File: src/rtl/im_loader.sv
// im_loader: boots a processor by streaming a program image into instruction memory.
//
// Stream format: 16-bit word count N (MSB byte first), then N 32-bit words (MSB byte
// first). Each assembled word is written to address 0..N-1. The processor reset stays
// asserted (cpu_rst_f low) until the whole image is loaded.
//
// Build option: define IM_LOADER_CSUM_EN to require one trailing checksum byte
// (XOR of all data bytes, header excluded). A mismatch ends in the error state.
// Without the macro there is no checksum logic and err is tied low.
//
// Ports:
//   clk        in   system clock, rising edge
//   rst        in   synchronous active-high reset
//   in_byte    in   [7:0] stream byte
//   in_valid   in   stream byte valid
//   in_ready   out  loader can accept a byte (transfer = in_valid & in_ready)
//   reload     in   restart request, honoured only in the done/error states
//   wr_en      out  instruction memory write strobe (one cycle per word)
//   wr_addr    out  [15:0] instruction memory word address
//   wr_data    out  [31:0] instruction word
//   cpu_rst_f  out  active-low processor reset, released only after a good load
//   done       out  load completed successfully
//   err        out  checksum mismatch (checksum build only)

module im_loader (
  input  logic        clk,
  input  logic        rst,
  input  logic [7:0]  in_byte,
  input  logic        in_valid,
  output logic        in_ready,
  input  logic        reload,
  output logic        wr_en,
  output logic [15:0] wr_addr,
  output logic [31:0] wr_data,
  output logic        cpu_rst_f,
  output logic        done,
  output logic        err
);

  typedef enum logic [2:0] {
    StHdrHi = 3'd0,
    StHdrLo = 3'd1,
    StData  = 3'd2,
    StWrite = 3'd3,
    StDone  = 3'd4,
    StErr   = 3'd5
`ifdef IM_LOADER_CSUM_EN
    ,
    StCsum  = 3'd6
`endif
  } state_e;

  // State entered once the last word (or an empty image) has been handled.
`ifdef IM_LOADER_CSUM_EN
  localparam state_e StFinish = StCsum;
`else
  localparam state_e StFinish = StDone;
`endif

  state_e      state_q, state_d;
  logic [15:0] n_q, n_d;               // word count from the header
  logic [15:0] word_cnt_q, word_cnt_d; // address of the word being assembled
  logic [1:0]  byte_idx_q, byte_idx_d;
  logic [23:0] asm_q, asm_d;           // first three bytes of the current word
  logic [15:0] wr_addr_q, wr_addr_d;
  logic [31:0] wr_data_q, wr_data_d;
`ifdef IM_LOADER_CSUM_EN
  logic [7:0]  csum_q, csum_d;
`endif

  logic xfer;
  assign xfer = in_valid & in_ready;

  // Outputs decoded straight from the state register.
  always_comb begin
    in_ready  = 1'b0;
    wr_en     = 1'b0;
    done      = 1'b0;
    cpu_rst_f = 1'b0;
    err       = 1'b0;
    case (state_q)
      StHdrHi, StHdrLo, StData: in_ready = 1'b1;
`ifdef IM_LOADER_CSUM_EN
      StCsum:                   in_ready = 1'b1;
      StErr:                    err      = 1'b1;
`endif
      StWrite:                  wr_en    = 1'b1;
      StDone: begin
        done      = 1'b1;
        cpu_rst_f = 1'b1;
      end
      default: ;
    endcase
  end

  assign wr_addr = wr_addr_q;
  assign wr_data = wr_data_q;

  // Next-state logic.
  always_comb begin
    state_d    = state_q;
    n_d        = n_q;
    word_cnt_d = word_cnt_q;
    byte_idx_d = byte_idx_q;
    asm_d      = asm_q;
    wr_addr_d  = wr_addr_q;
    wr_data_d  = wr_data_q;
`ifdef IM_LOADER_CSUM_EN
    csum_d     = csum_q;
`endif

    case (state_q)
      StHdrHi: begin
        if (xfer) begin
          n_d[15:8] = in_byte;
          state_d   = StHdrLo;
        end
      end

      StHdrLo: begin
        if (xfer) begin
          n_d[7:0]   = in_byte;
          word_cnt_d = 16'd0;
          byte_idx_d = 2'd0;
          if ({n_q[15:8], in_byte} == 16'd0) begin
            state_d = StFinish;
          end else begin
            state_d = StData;
          end
        end
      end

      StData: begin
        if (xfer) begin
          asm_d      = {asm_q[15:0], in_byte};
          byte_idx_d = byte_idx_q + 2'd1;
`ifdef IM_LOADER_CSUM_EN
          csum_d     = csum_q ^ in_byte;
`endif
          // Word and address are captured on the 4th byte so they are stable
          // for the whole write cycle and held afterwards.
          if (byte_idx_q == 2'd3) begin
            wr_data_d = {asm_q, in_byte};
            wr_addr_d = word_cnt_q;
            state_d   = StWrite;
          end
        end
      end

      StWrite: begin
        if (word_cnt_q == n_q - 16'd1) begin
          state_d = StFinish;
        end else begin
          word_cnt_d = word_cnt_q + 16'd1;
          byte_idx_d = 2'd0;
          state_d    = StData;
        end
      end

`ifdef IM_LOADER_CSUM_EN
      StCsum: begin
        if (xfer) begin
          state_d = (in_byte == csum_q) ? StDone : StErr;
        end
      end
`endif

      StDone, StErr: begin
        if (reload) begin
          state_d    = StHdrHi;
          word_cnt_d = 16'd0;
          byte_idx_d = 2'd0;
`ifdef IM_LOADER_CSUM_EN
          csum_d     = 8'd0;
`endif
        end
      end

      default: state_d = StHdrHi;
    endcase
  end

  always_ff @(posedge clk) begin
    if (rst) begin
      state_q    <= StHdrHi;
      n_q        <= 16'd0;
      word_cnt_q <= 16'd0;
      byte_idx_q <= 2'd0;
      asm_q      <= 24'd0;
      wr_addr_q  <= 16'd0;
      wr_data_q  <= 32'd0;
`ifdef IM_LOADER_CSUM_EN
      csum_q     <= 8'd0;
`endif
    end else begin
      state_q    <= state_d;
      n_q        <= n_d;
      word_cnt_q <= word_cnt_d;
      byte_idx_q <= byte_idx_d;
      asm_q      <= asm_d;
      wr_addr_q  <= wr_addr_d;
      wr_data_q  <= wr_data_d;
`ifdef IM_LOADER_CSUM_EN
      csum_q     <= csum_d;
`endif
    end
  end

endmodule

File: config.mk
export PLATFORM = sky130hd
export DESIGN_NAME = im_loader
export DESIGN_NICKNAME = d
export VERILOG_FILES = /design/src/rtl/im_loader.sv
export SDC_FILE = /design/constraint.sdc
export NUM_CORES = 1
export LEC_CHECK = 0
export CORE_MARGIN = 2
export CORE_UTILIZATION = 40
export CTS_CLUSTER_DIAMETER = 30
export CTS_CLUSTER_SIZE = 25
export DETAILED_ROUTE_END_ITERATION = 7
export PLACE_DENSITY_LB_ADDON = 0.08
export SLEW_MARGIN = 5
export SYNTH_ARGS = -nofsm -noshare
export SYNTH_HDL_FRONTEND = slang
export SYNTH_SLANG_ARGS = --single-unit
File: constraint.sdc
create_clock -name clk -period 3.4 [get_ports clk]
set_input_delay 0.68 -clock clk [delete_from_list [all_inputs] [get_ports clk]]
set_output_delay 0.68 -clock clk [all_outputs]
set_load 0.1 [all_outputs]
==> flow_summary.ini <==
[run_status]
outcome = finished clean

[yosys]
synth_top_area_share_pct = 45.1
synthArstFlopShare_pct = 0
synth_nets = 628
syn_inst = 613
synthFlopType = dfxtp_1
yosys_register_bits = 109
yosysTopAreaCell = dfxtp_1
syn_avg_cell_area_um2 = 7.90
synth.distinct_cells = 60
ys_seq_area_share_pct = 45.1
ys_top_cells_by_count = 176 x nand2_1, 109 x dfxtp_1, 99 x a21oi_1, 36 x clkbuf_1, 27 x nor2_1
yosys_warnings = 0
synth_most_common_cell = nand2_1
syn_area_um2 = 4840
synthTopCellsByArea = dfxtp_1 45%, nand2_1 14%, a21oi_1 10%
synth_edf_count = 0

[grt]
met3_usage_pct = 3.72
busiest_layer = met2
grt_overflow_total = 0
met1_usage_pct = 27.3
grt_pass1_wl_um = 19600
grt_max_degree = 53
grt_pass1_vias = 3886
grt_usage_pct = 19.0
met2_usage_pct = 27.9
antenna_found_initial = 0

[clocking]
post_cts_buffers = 0
tritoncts = yes
cts_buffers = 9
clkTransAtPathRegs_ps = 70
clkLatencyLatePin_ps = 360
cts_buffer_depth = 2
cts_resized = 0
htreeDepth = 3
cts_sinks = 109
ctsRootBufferMaster = clkbuf_16
cts-hold-fix-buffers = 0

[place]
io_buffers = 63
dp.final_hpwl_um = 8270
post_dp_cell_area_um2 = 5460
globalplace.congestion = 0.909

[pwr]
p_total_mw = 2.67
cellPowerDensity_nw_per_um2 = 462
ir_worst_vdd_mv = 0.242
p_leak_nw = 2.03

[sta]
fin_skew_ps = 5.94
post-route-min-period_ps = 3120
fmax_ghz = 0.320
tns_ps = 0
hold_viol_final = 0
slew_viol_final = 0
rsz0062_at_grt = false
slew_headroom_pct = 35.1
setup-violations-final = 0
tightest_slew_ps = 970
period_share_pct = 91.9

[die]
die_area_um2 = 13000
start_util_pct = 40.6
fp.dieW_um = 114
num_rows = 40
coreArea_um2 = 11900
io_pins = 65
die_h_um = 114

[min_path]
min_path_type = register to register
min_from = wr_data[21]

[finish]
drive_above_1_share_pct = 13.3
num-nets-final = 671
stdcell_area_um2 = 5770
diodes = 0
syn2layout_area_growth_pct = 19.3

[setup_path]
critPathLaunchType = register
crit_type = register to register
path_buf_inv = 0
cpPeakStageDelay_ps = 580
worst_path_max_delay_cell = or4_4
cp-end-kind = register
critPathArrivalTime_ps = 3340
cp_data_required_time_ps = 3620
cp_top_family = simple AND/OR/NAND/NOR gates
critical_path.startpoint = n_q[2]
rr_startpoint = n_q[2]
path_cells = or4_4, or3_4, a2bb2oi_1, a2111oi_4, nand4_2, or3_1, a21oi_1, o32ai_1
path_max_fanout = 8

[route]
drt_wl_total_um = 11900
viasPerCell = 5.27
post_drt_wl_per_cell_um = 14.7
ant_nets = 0
drtPass1Iterations = 4
num_vias = 4256
drc = 0
drtIter0Drc = 238

[job]
max_cap_viol_count = 0
kinds of logic after synthesis:
family / after synthesis / synth area share, %
compound gates: 141 / 17.6
xor+xnor: 20 / 3.62
fa+ha+maj: 3 / 0.775
buf+inv: 53 / 4.47
flops: 109 / 45.1
mux: 10 / 2.09
other cells: 1 / 0.0775
simple gates: 276 / 26.3
layout by cell type (no fill, tap or decap), types with 5 or more instances in the layout:
master,instances
nand2_1,176
dfxtp_1,109
a21oi_1,99
buf_4,51
nor2_1,27
clkdlybuf4s50_1,22
xnor2_1,16
o21ai_0,15
or3_1,12
inv_1,11
mux2i_1,9
clkbuf_16,9
and3_1,7
nor3_1,6
nor4_1,6
o32ai_1,5
metal layers:
metal / share of wire, % / vias to the layer above
met5: 0 / -
met4: 1.6 / 0
met3: 4.3 / 14
met2: 44 / 81
met1: 50 / 1986
li1: - / 2175
per-stage QoR:
step / hold slack, ps / instances / setup slack [ps] / util, %
4_1_cts: 457 / 808 / 312 / 48.5
6_report: 455 / 808 / 276 / 48.5
3_3_place_gp: 445 / 792 / 389 / 45.9
3_5_place_dp: 445 / 792 / 325 / 45.9
2_1_floorplan: 432 / 613 / 389 / -
5_1_grt: 471 / 808 / 127 / 48.5
worst min-delay path, stage by stage (launching register included):
cell     delay, ps
dfxtp_1        310
nand2_1         50
a21oi_1         50
power breakdown:
part | total (mW) | switching [mW] | internal, mW
combinational | 0.258 | 0.155 | 0.103
sequential | 1.32 | 0.0289 | 1.29
clock | 1.09 | 0.504 | 0.583
flip-flops by register name, indices dropped and copies added, names as in the netlist:
name        count
byte_idx_q      2
wr_addr        16
wr_data        32
n_q            16
asm_q          24
word_cnt_q     16
state_q         3
layout make-up:
type | instances | area, um2
Multi-Input combinational cell | 451 | 2450
Timing Repair Buffer | 74 | 608
Fill cell | 1213 | 6140
Sequential cell | 109 | 2180
Clock buffer | 9 | 225
Clock inverter | 7 | 85.1
Inverter | 11 | 41.3
Tap cell | 147 | 184
final timing paths:
path                         to  slack, ps  depth (start not counted)
setup reg to reg  word_cnt_q[4]        280                          8
hold reg to reg     wr_data[21]        460                          2
hold / removal      wr_data[21]        460                          2
setup / recovery  word_cnt_q[4]        280                          8
No activity file was read; power rests on OpenSTA's default activity.
